**config.mk**
```make
export PLATFORM = sky130hd
export DESIGN_NAME = fp_align_unit
export DESIGN_NICKNAME = d
export VERILOG_FILES = /design/src/rtl/fp_align_unit.sv
export SDC_FILE = /design/constraint.sdc
export NUM_CORES = 1
export LEC_CHECK = 0
export ABC_AREA = 1
export ABC_CLOCK_PERIOD_IN_PS = 2400
export BUFFER_PORTS_ARGS = -buffer_cell sky130_fd_sc_hd__buf_2
export CORE_MARGIN = 3
export CORE_UTILIZATION = 50
export DETAILED_ROUTE_END_ITERATION = 10
export GPL_TIMING_DRIVEN = 0
export PLACE_DENSITY = 0.82
export SETUP_SLACK_MARGIN = 0.4
export SYNTH_ARGS = -nofsm -noshare
export SYNTH_HDL_FRONTEND = slang
export SYNTH_SLANG_ARGS = --single-unit
export TNS_END_PERCENT = 5
```
**constraint.sdc**
```tcl
create_clock -name clk -period 2.4 [get_ports clk]
set_input_delay 0.48 -clock clk [delete_from_list [all_inputs] [get_ports clk]]
set_output_delay 0.48 -clock clk [all_outputs]
set_load 0.005 [all_outputs]
```
**src/rtl/fp_align_unit.sv**
```systemverilog
// Floating-point operand alignment: selects the larger-exponent operand and right-shifts the
// other mantissa one bit per cycle, folding shifted-out bits into guard/round/sticky.
module fp_align_unit #(
  parameter int unsigned MAN_W = 24,
  parameter int unsigned EXP_W = 8
) (
  input  logic             clk,
  input  logic             rst,
  input  logic             in_valid,
  output logic             in_ready,
  input  logic [EXP_W-1:0] exp_a,
  input  logic [EXP_W-1:0] exp_b,
  input  logic [MAN_W-1:0] man_a,
  input  logic [MAN_W-1:0] man_b,
  output logic             out_valid,
  input  logic             out_ready,
  output logic [EXP_W-1:0] exp_out,
  output logic [MAN_W-1:0] man_big,
  output logic [MAN_W+2:0] man_small,
  output logic             swap
);

  localparam int unsigned SmW      = MAN_W + 3;
  localparam int unsigned MaxShift = MAN_W + 2;
  localparam int unsigned CntW     = $clog2(MAN_W + 3);

  typedef enum logic [1:0] {StIdle, StShift, StDone} state_e;

  state_e          state_q, state_d;
  logic [EXP_W-1:0] exp_q, exp_d;
  logic [MAN_W-1:0] big_q, big_d;
  logic [SmW-1:0]   small_q, small_d;
  logic             swap_q, swap_d;
  logic [CntW-1:0]  cnt_q, cnt_d;

  logic             a_big;
  logic [EXP_W-1:0] diff;
  logic [31:0]      diff_ext;
  logic [CntW-1:0]  shift_amt;

  // Ties keep A as the big operand.
  always_comb begin
    a_big     = (exp_a >= exp_b);
    diff      = a_big ? (exp_a - exp_b) : (exp_b - exp_a);
    diff_ext  = 32'(diff);
    // Beyond MaxShift every mantissa bit already lives in sticky, so clamp.
    shift_amt = (diff_ext > MaxShift) ? CntW'(MaxShift) : CntW'(diff_ext);
  end

  always_comb begin
    state_d = state_q;
    exp_d   = exp_q;
    big_d   = big_q;
    small_d = small_q;
    swap_d  = swap_q;
    cnt_d   = cnt_q;
    case (state_q)
      StIdle: begin
        if (in_valid) begin
          exp_d   = a_big ? exp_a : exp_b;
          big_d   = a_big ? man_a : man_b;
          small_d = {(a_big ? man_b : man_a), 3'b000};
          swap_d  = ~a_big;
          cnt_d   = shift_amt;
          state_d = StShift;
        end
      end
      StShift: begin
        if (cnt_q != '0) begin
          small_d = {1'b0, small_q[SmW-1:2], small_q[1] | small_q[0]};
          cnt_d   = cnt_q - CntW'(1);
        end else begin
          state_d = StDone;
        end
      end
      StDone: begin
        if (out_ready) begin
          state_d = StIdle;
        end
      end
      default: state_d = StIdle;
    endcase
  end

  always_ff @(posedge clk) begin
    if (rst) begin
      state_q <= StIdle;
      exp_q   <= '0;
      big_q   <= '0;
      small_q <= '0;
      swap_q  <= 1'b0;
      cnt_q   <= '0;
    end else begin
      state_q <= state_d;
      exp_q   <= exp_d;
      big_q   <= big_d;
      small_q <= small_d;
      swap_q  <= swap_d;
      cnt_q   <= cnt_d;
    end
  end

  assign in_ready  = (state_q == StIdle);
  assign out_valid = (state_q == StDone);
  assign exp_out   = exp_q;
  assign man_big   = big_q;
  assign man_small = small_q;
  assign swap      = swap_q;

endmodule

```
==> Word-level counts from Yosys, hierarchy flattened <==
Cells that the tools add are included.
{ "totals": {"reg_bits": 67, "latch_bits": 0, "ramBits": 0, "rom_bits": 0, "input_bits": 68, "out_inout_bits": 62, "wordCells": 40, "mem_count": 0} }
{ "classes": {"n_addsub": 3, "mul": 0, "n_div": 0, "order_cmp": 2, "eq_ne": 6, "shift": 0, "n_mux": 15, "n_bitwise": 2, "n_reduce_logical": 6} }
{ "op_table": {"columns": ["op", "n"], "rows": [
  ["27-bit two-way mux", 2],
  ["27-bit case mux with 2 select lines", 1],
  ["24-bit two-way mux", 2],
  ["8-bit two-way mux", 2],
  ["8-bit subtractor", 2],
  ["5-bit two-way mux", 3],
  ["5-bit case mux with 2 select lines", 1],
  ["8-bit >= comparator", 1],
  ["8-bit by 5-bit greater-than comparator with 1-bit output (second input constant)", 1],
  ["2-bit two-way mux", 3],
  ["2-bit != test (second input constant)", 3],
  ["2-bit case mux with 3 select lines", 1],
  ["3-bit AND reduction", 2],
  ["5-bit nonzero test", 1],
  ["5-bit by 1-bit subtractor with 5-bit output (second input constant)", 1],
  ["2-bit by 1-bit equality test with 1-bit output (second input constant)", 1],
  ["2-bit equality test (second input constant)", 1],
  ["2-bit zero test", 1],
  ["2-bit by 1-bit != test with 1-bit output (second input constant)", 1],
  ["2-bit AND reduction", 1],
  ["2-bit nonzero test", 1],
  ["1-bit inverter", 1],
  ["1-bit bitwise OR", 1]
]} }

==> Logic depth before layout (Yosys ltp) <==
{ "depth": {"ltp_word": 6, "ltp_mapped": 16, "depth_no_buf": 16} }

==> Worst setup path before layout <==
No wires, ideal clock.
{ "synth_path": {"path_type": "input to register", "from": "input exp_a[0]", "to": "register cnt_q[1]", "arrival_time_ps": 2077, "t_required_ps": 2274, "setup_slack_ps": 197, "path_stages": 14, "n_path_buf": 0, "path_cell_list": "inv_1 ha_1 inv_1 fa_1 nand2_1 nand2_1 nand3_1 nand3_4 o21ai_0 nand2_1 nand2_1 nand4_1 nand2_1 a21oi_1"} }
{ "synth_between": {"elab_chain_len": 6} }
{ "synth_rtl": {"columns": ["item", "line", "text"], "rows": [
  ["start, declared", "11", "input logic [EXP_W-1:0] exp_a,"],
  ["8-bit subtractor / 8-bit >= comparator (equally long branches)", "44, 43", null],
  ["8-bit two-way mux (*)", "44", "diff = a_big ? (exp_a - exp_b) : (exp_b - exp_a);"],
  ["8-bit by 5-bit greater-than comparator with 1-bit output", "47", "shift_amt = (diff_ext > MaxShift) ? CntW'(MaxShift) : CntW'(diff_ext);"],
  ["5-bit two-way mux (*)", "47", null],
  ["5-bit two-way mux (*)", "59", "if (in_valid) begin"],
  ["5-bit case mux with 2 select lines (*)", "57", "case (state_q)"],
  ["end signal, assigned", "99", "cnt_q <= cnt_d;"],
  ["end, declared", "34", "logic [CntW-1:0] cnt_q, cnt_d;"]
]} }
Every way passes the cells marked *; elsewhere a longest branch is shown, timed or not. The select of a mux whose other input is x is not followed.
A chain may end at the register's enable or synchronous reset.

==> Final worst setup path <==
{ "layout_path": {"from": "input exp_a[0]", "to": "register small_q[24], in the netlist man_small[24]"} }
{ "layout_between": {"elab_chain_len": 4} }
{ "layout_rtl": {"columns": ["item", "line", "text"], "rows": [
  ["8-bit >= comparator", "43", "a_big = (exp_a >= exp_b);"],
  ["24-bit two-way mux", "62", "small_d = {(a_big ? man_b : man_a), 3'b000};"],
  ["27-bit two-way mux", "59", null],
  ["27-bit case mux with 2 select lines", "57", null],
  ["end signal, assigned", "97", "small_q <= small_d;"],
  ["end, declared", "32", "logic [SmW-1:0] small_q, small_d;"]
]} }
Every way passes these cells. The select of a mux whose other input is x is not followed.

==> flow_metrics.tcl <==
set metrics [dict create \
    status "complete, no violations" \
    htree_levels 3 \
    post-route-period-util_pct 86.2 \
    cts_root_buf "sky130_fd_sc_hd__clkbuf_8" \
    core_box_area_um2 7890 \
    synthesis.yosys.warnings 0 \
    grt_start_max_net_pins 14 \
    p_per_area_nw_per_um2 668 \
    ratio_of_cells_with_drive_above_1_in_the_final_layout_pct 31.7 \
    antenna_violating_nets_post_route 0 \
    antennaDiodeCount 0 \
    number_of_port_buffers 129 \
    synthArstFlopShare_pct 0 \
    synth_largest_area_cell "sky130_fd_sc_hd__dfxtp_1" \
    number_of_hold_buffers_added_after_cts 0 \
    max_freq_mhz 483 \
    power_frac_clock_pct 26.3 \
    post-synth-top-area-fraction_pct 32.4 \
    fp_rows 32 \
    routed_wl_um 15000 \
    cp_data_required_time_ns 2.68 \
    swShare_pct 39.1 \
    numClockSinks 67 \
    post_synth_most_frequent_cells "113 x sky130_fd_sc_hd__nand2_1, 96 x sky130_fd_sc_hd__nor2_1, 67 x sky130_fd_sc_hd__dfxtp_1" \
    worstSetupEndpointType "register" \
    power.static_leakage_uw 0.00269 \
    power_report.internal_total_uw 2280 \
    final_cells 881 \
    synthesis.area_um2 4150 \
    route.vias.total 5140 \
    cts_tree "yes" \
    grt_remaining_overflow 0 \
    first_iter_violations 555 \
    period_minus_slack_ns 2.07 \
    area.growth.synth_to_final_pct 35.0 \
    boundaryPins 130 \
    final_critical_path_setup_slack_ns 0.331 \
    starting_density_of_the_core_pct 52.6 \
    firstDrtPassIters 7 \
    number_of_antenna_violations_at_the_first_check_in_global_routing 0 \
    peakVddDrop_mv 0.392 \
    cap_violations 0 \
    place_inst 849 \
    timing.hold.ws_ns 0.394 \
    final_core_util_pct 70.9 \
    worst_ep_arrival_time_ns 2.35 \
    post-dp-hpwl_um 10100 \
    number_of_clock_buffers_inserted_by_tritoncts 9 \
    wire_length_of_the_first_global_routing_pass_um 21700 \
    worstMarginPinSlew_ns 0.792 \
    fin_worst_skew_ns 0.0144 \
    synth_top_cells_by_area "sky130_fd_sc_hd__dfxtp_1 32%, sky130_fd_sc_hd__nand2_1 10%, sky130_fd_sc_hd__nor2_1 8.7%" \
    die_area_um2 9420 \
    grt_setup_unrepaired "true" \
    finish.net_count 861 \
    synth_cells 618 \
    synth.most_common_cell "sky130_fd_sc_hd__nand2_1" \
    fp.dieH_um 97.1 \
    ys_ff_latch 67 \
    finalSetupViolCount 0 \
    worstSkewPairLatency_ns 0.36 \
    yosysSeqAreaShare_pct 32.4 \
    die_width_um 97.1 \
    cp_max_fo 10 \
    crit_path_start_kind "primary input" \
    switchingPower_uw 1460 \
    synth_top_flop_cell "sky130_fd_sc_hd__dfxtp_1" \
    crit_type "in2reg" \
    grt_pass1_vias 4568 \
    clockBufferDepth 2 \
    finalHoldViolCount 0 \
    synth_enable_flop_cells 0 \
    avgSynthCellArea_um2 6.71 \
    syn_nets 705 \
    hold_path_class "in2reg" \
    synthDistinctLibCells 35 \
    power_frac_seq_pct 35.9 \
    relSlewSlack_pct 47.2 \
    post_drt_via_cell_ratio 5.83 \
    drc_errors 0 \
    route.detailed.wl_per_inst_um 17.0 \
    cts.clk_slew.worst_paths_ns 0.08 \
    gp_congestion 0.909 \
    preCtsSetupSlack_ns -0.0377 \
    globalRouteTotalUtil_pct 28.1 \
    final_max_slew_viol_count 0 \
    power.share.combinational_pct 37.8 \
]
==> path summary, 6_finish.rpt <==
| check | from | endpoint | slack [ns] | cells past startpoint |
|---|---|---|---|---|
| hold reg to reg | exp_out[3] | exp_out[3] | 0.47 | 2 |
| hold / removal | out_ready | state_q[1] | 0.39 | 4 |
| setup reg to reg | state_q[0] | man_small[15] | 0.47 | 7 |
| setup / recovery | exp_a[0] | man_small[24] | 0.33 | 14 |
==> cells in the final DEF (no fill, tap or decap), types with 7 or more instances in the layout <==
cell type,count
sky130_fd_sc_hd__buf_2,131
sky130_fd_sc_hd__o21ai_1,29
sky130_fd_sc_hd__ha_1,8
sky130_fd_sc_hd__inv_1,48
sky130_fd_sc_hd__inv_2,8
sky130_fd_sc_hd__o31ai_2,10
sky130_fd_sc_hd__nor2_1,94
sky130_fd_sc_hd__o21ai_0,20
sky130_fd_sc_hd__o31ai_1,10
sky130_fd_sc_hd__nand2_1,96
sky130_fd_sc_hd__nand4_1,7
sky130_fd_sc_hd__clkbuf_8,9
sky130_fd_sc_hd__dfxtp_1,67
sky130_fd_sc_hd__nand2_2,13
sky130_fd_sc_hd__clkbuf_1,17
sky130_fd_sc_hd__a21oi_1,48
sky130_fd_sc_hd__a31oi_1,18
sky130_fd_sc_hd__ha_4,9
sky130_fd_sc_hd__nand3_1,54
sky130_fd_sc_hd__buf_4,17
==> area by class of cell <==
| class | count | area, µm² |
|---|---|---|
| Multi-Input combinational cell | 456 | 2660 |
| Fill cell | 632 | 2290 |
| Sequential cell | 67 | 1340 |
| Timing Repair Buffer | 144 | 788 |
| Inverter | 60 | 245 |
| Buffer | 36 | 231 |
| Tap cell | 102 | 128 |
| Clock buffer | 9 | 124 |
| Clock inverter | 7 | 75.1 |
==> stage by stage <==
step,instance area [µm²],setup TNS (ns),power (µW)
floorplan,4180,0,2130
global placement,4950,-0.0398,2530
detailed placement,4950,-0.343,2570
CTS,5180,0,3550
global route,5590,0,3930
finish,5590,0,3740
==> cells by family after synthesis <==
group	synth area share, %
simple gates	29.2
compound gates	21.3
buf+inv	10.4
flops	32.4
fa+ha+maj	6.10
xor+xnor	0.634
==> routing by layer <==
layer | GRT usage [%] | share of wire, %
met3 | 5.53 | 12
met4 | 12.3 | 4.8
met5 | 0 | 0
met1 | 37.0 | 38
met2 | 44.9 | 45
==> critical path: stages <==
cell	delay [ns]
sky130_fd_sc_hd__buf_8	0.10
sky130_fd_sc_hd__inv_6	0.05
sky130_fd_sc_hd__ha_4	0.13
sky130_fd_sc_hd__inv_4	0.03
sky130_fd_sc_hd__fa_2	0.34
sky130_fd_sc_hd__nand2_2	0.09
sky130_fd_sc_hd__nand2_4	0.07
sky130_fd_sc_hd__nand3_4	0.12
sky130_fd_sc_hd__nand3_4	0.18
sky130_fd_sc_hd__buf_8	0.21
sky130_fd_sc_hd__buf_6	0.14
sky130_fd_sc_hd__a21oi_1	0.17
sky130_fd_sc_hd__o21ai_1	0.10
sky130_fd_sc_hd__a31oi_1	0.12
==> power groups by stage <==
stage | Combinational (µW) | Sequential, µW | Clock (µW)
final | 1410 | 1340 | 984
after CTS | 1230 | 1340 | 986
after global placement | 1170 | 1360 | 0
after global routing | 1540 | 1360 | 1040
after floorplan | 769 | 1360 | 0
after detailed placement | 1210 | 1360 | 0
==> registers in the layout (all words and copies together), names as in the netlist <==
signal and cells:
swap 1, exp_out 8, man_big 24, cnt_q 5
man_small 27, state_q 2
==> timing repair <==
item	in CTS	in global routing
endpoints found under the setup margin	47	62
setup buffers	1	13
resized for setup	5	72
pin swaps	2	22
cloned	1	1
No activity file was read; power rests on OpenSTA's default activity.
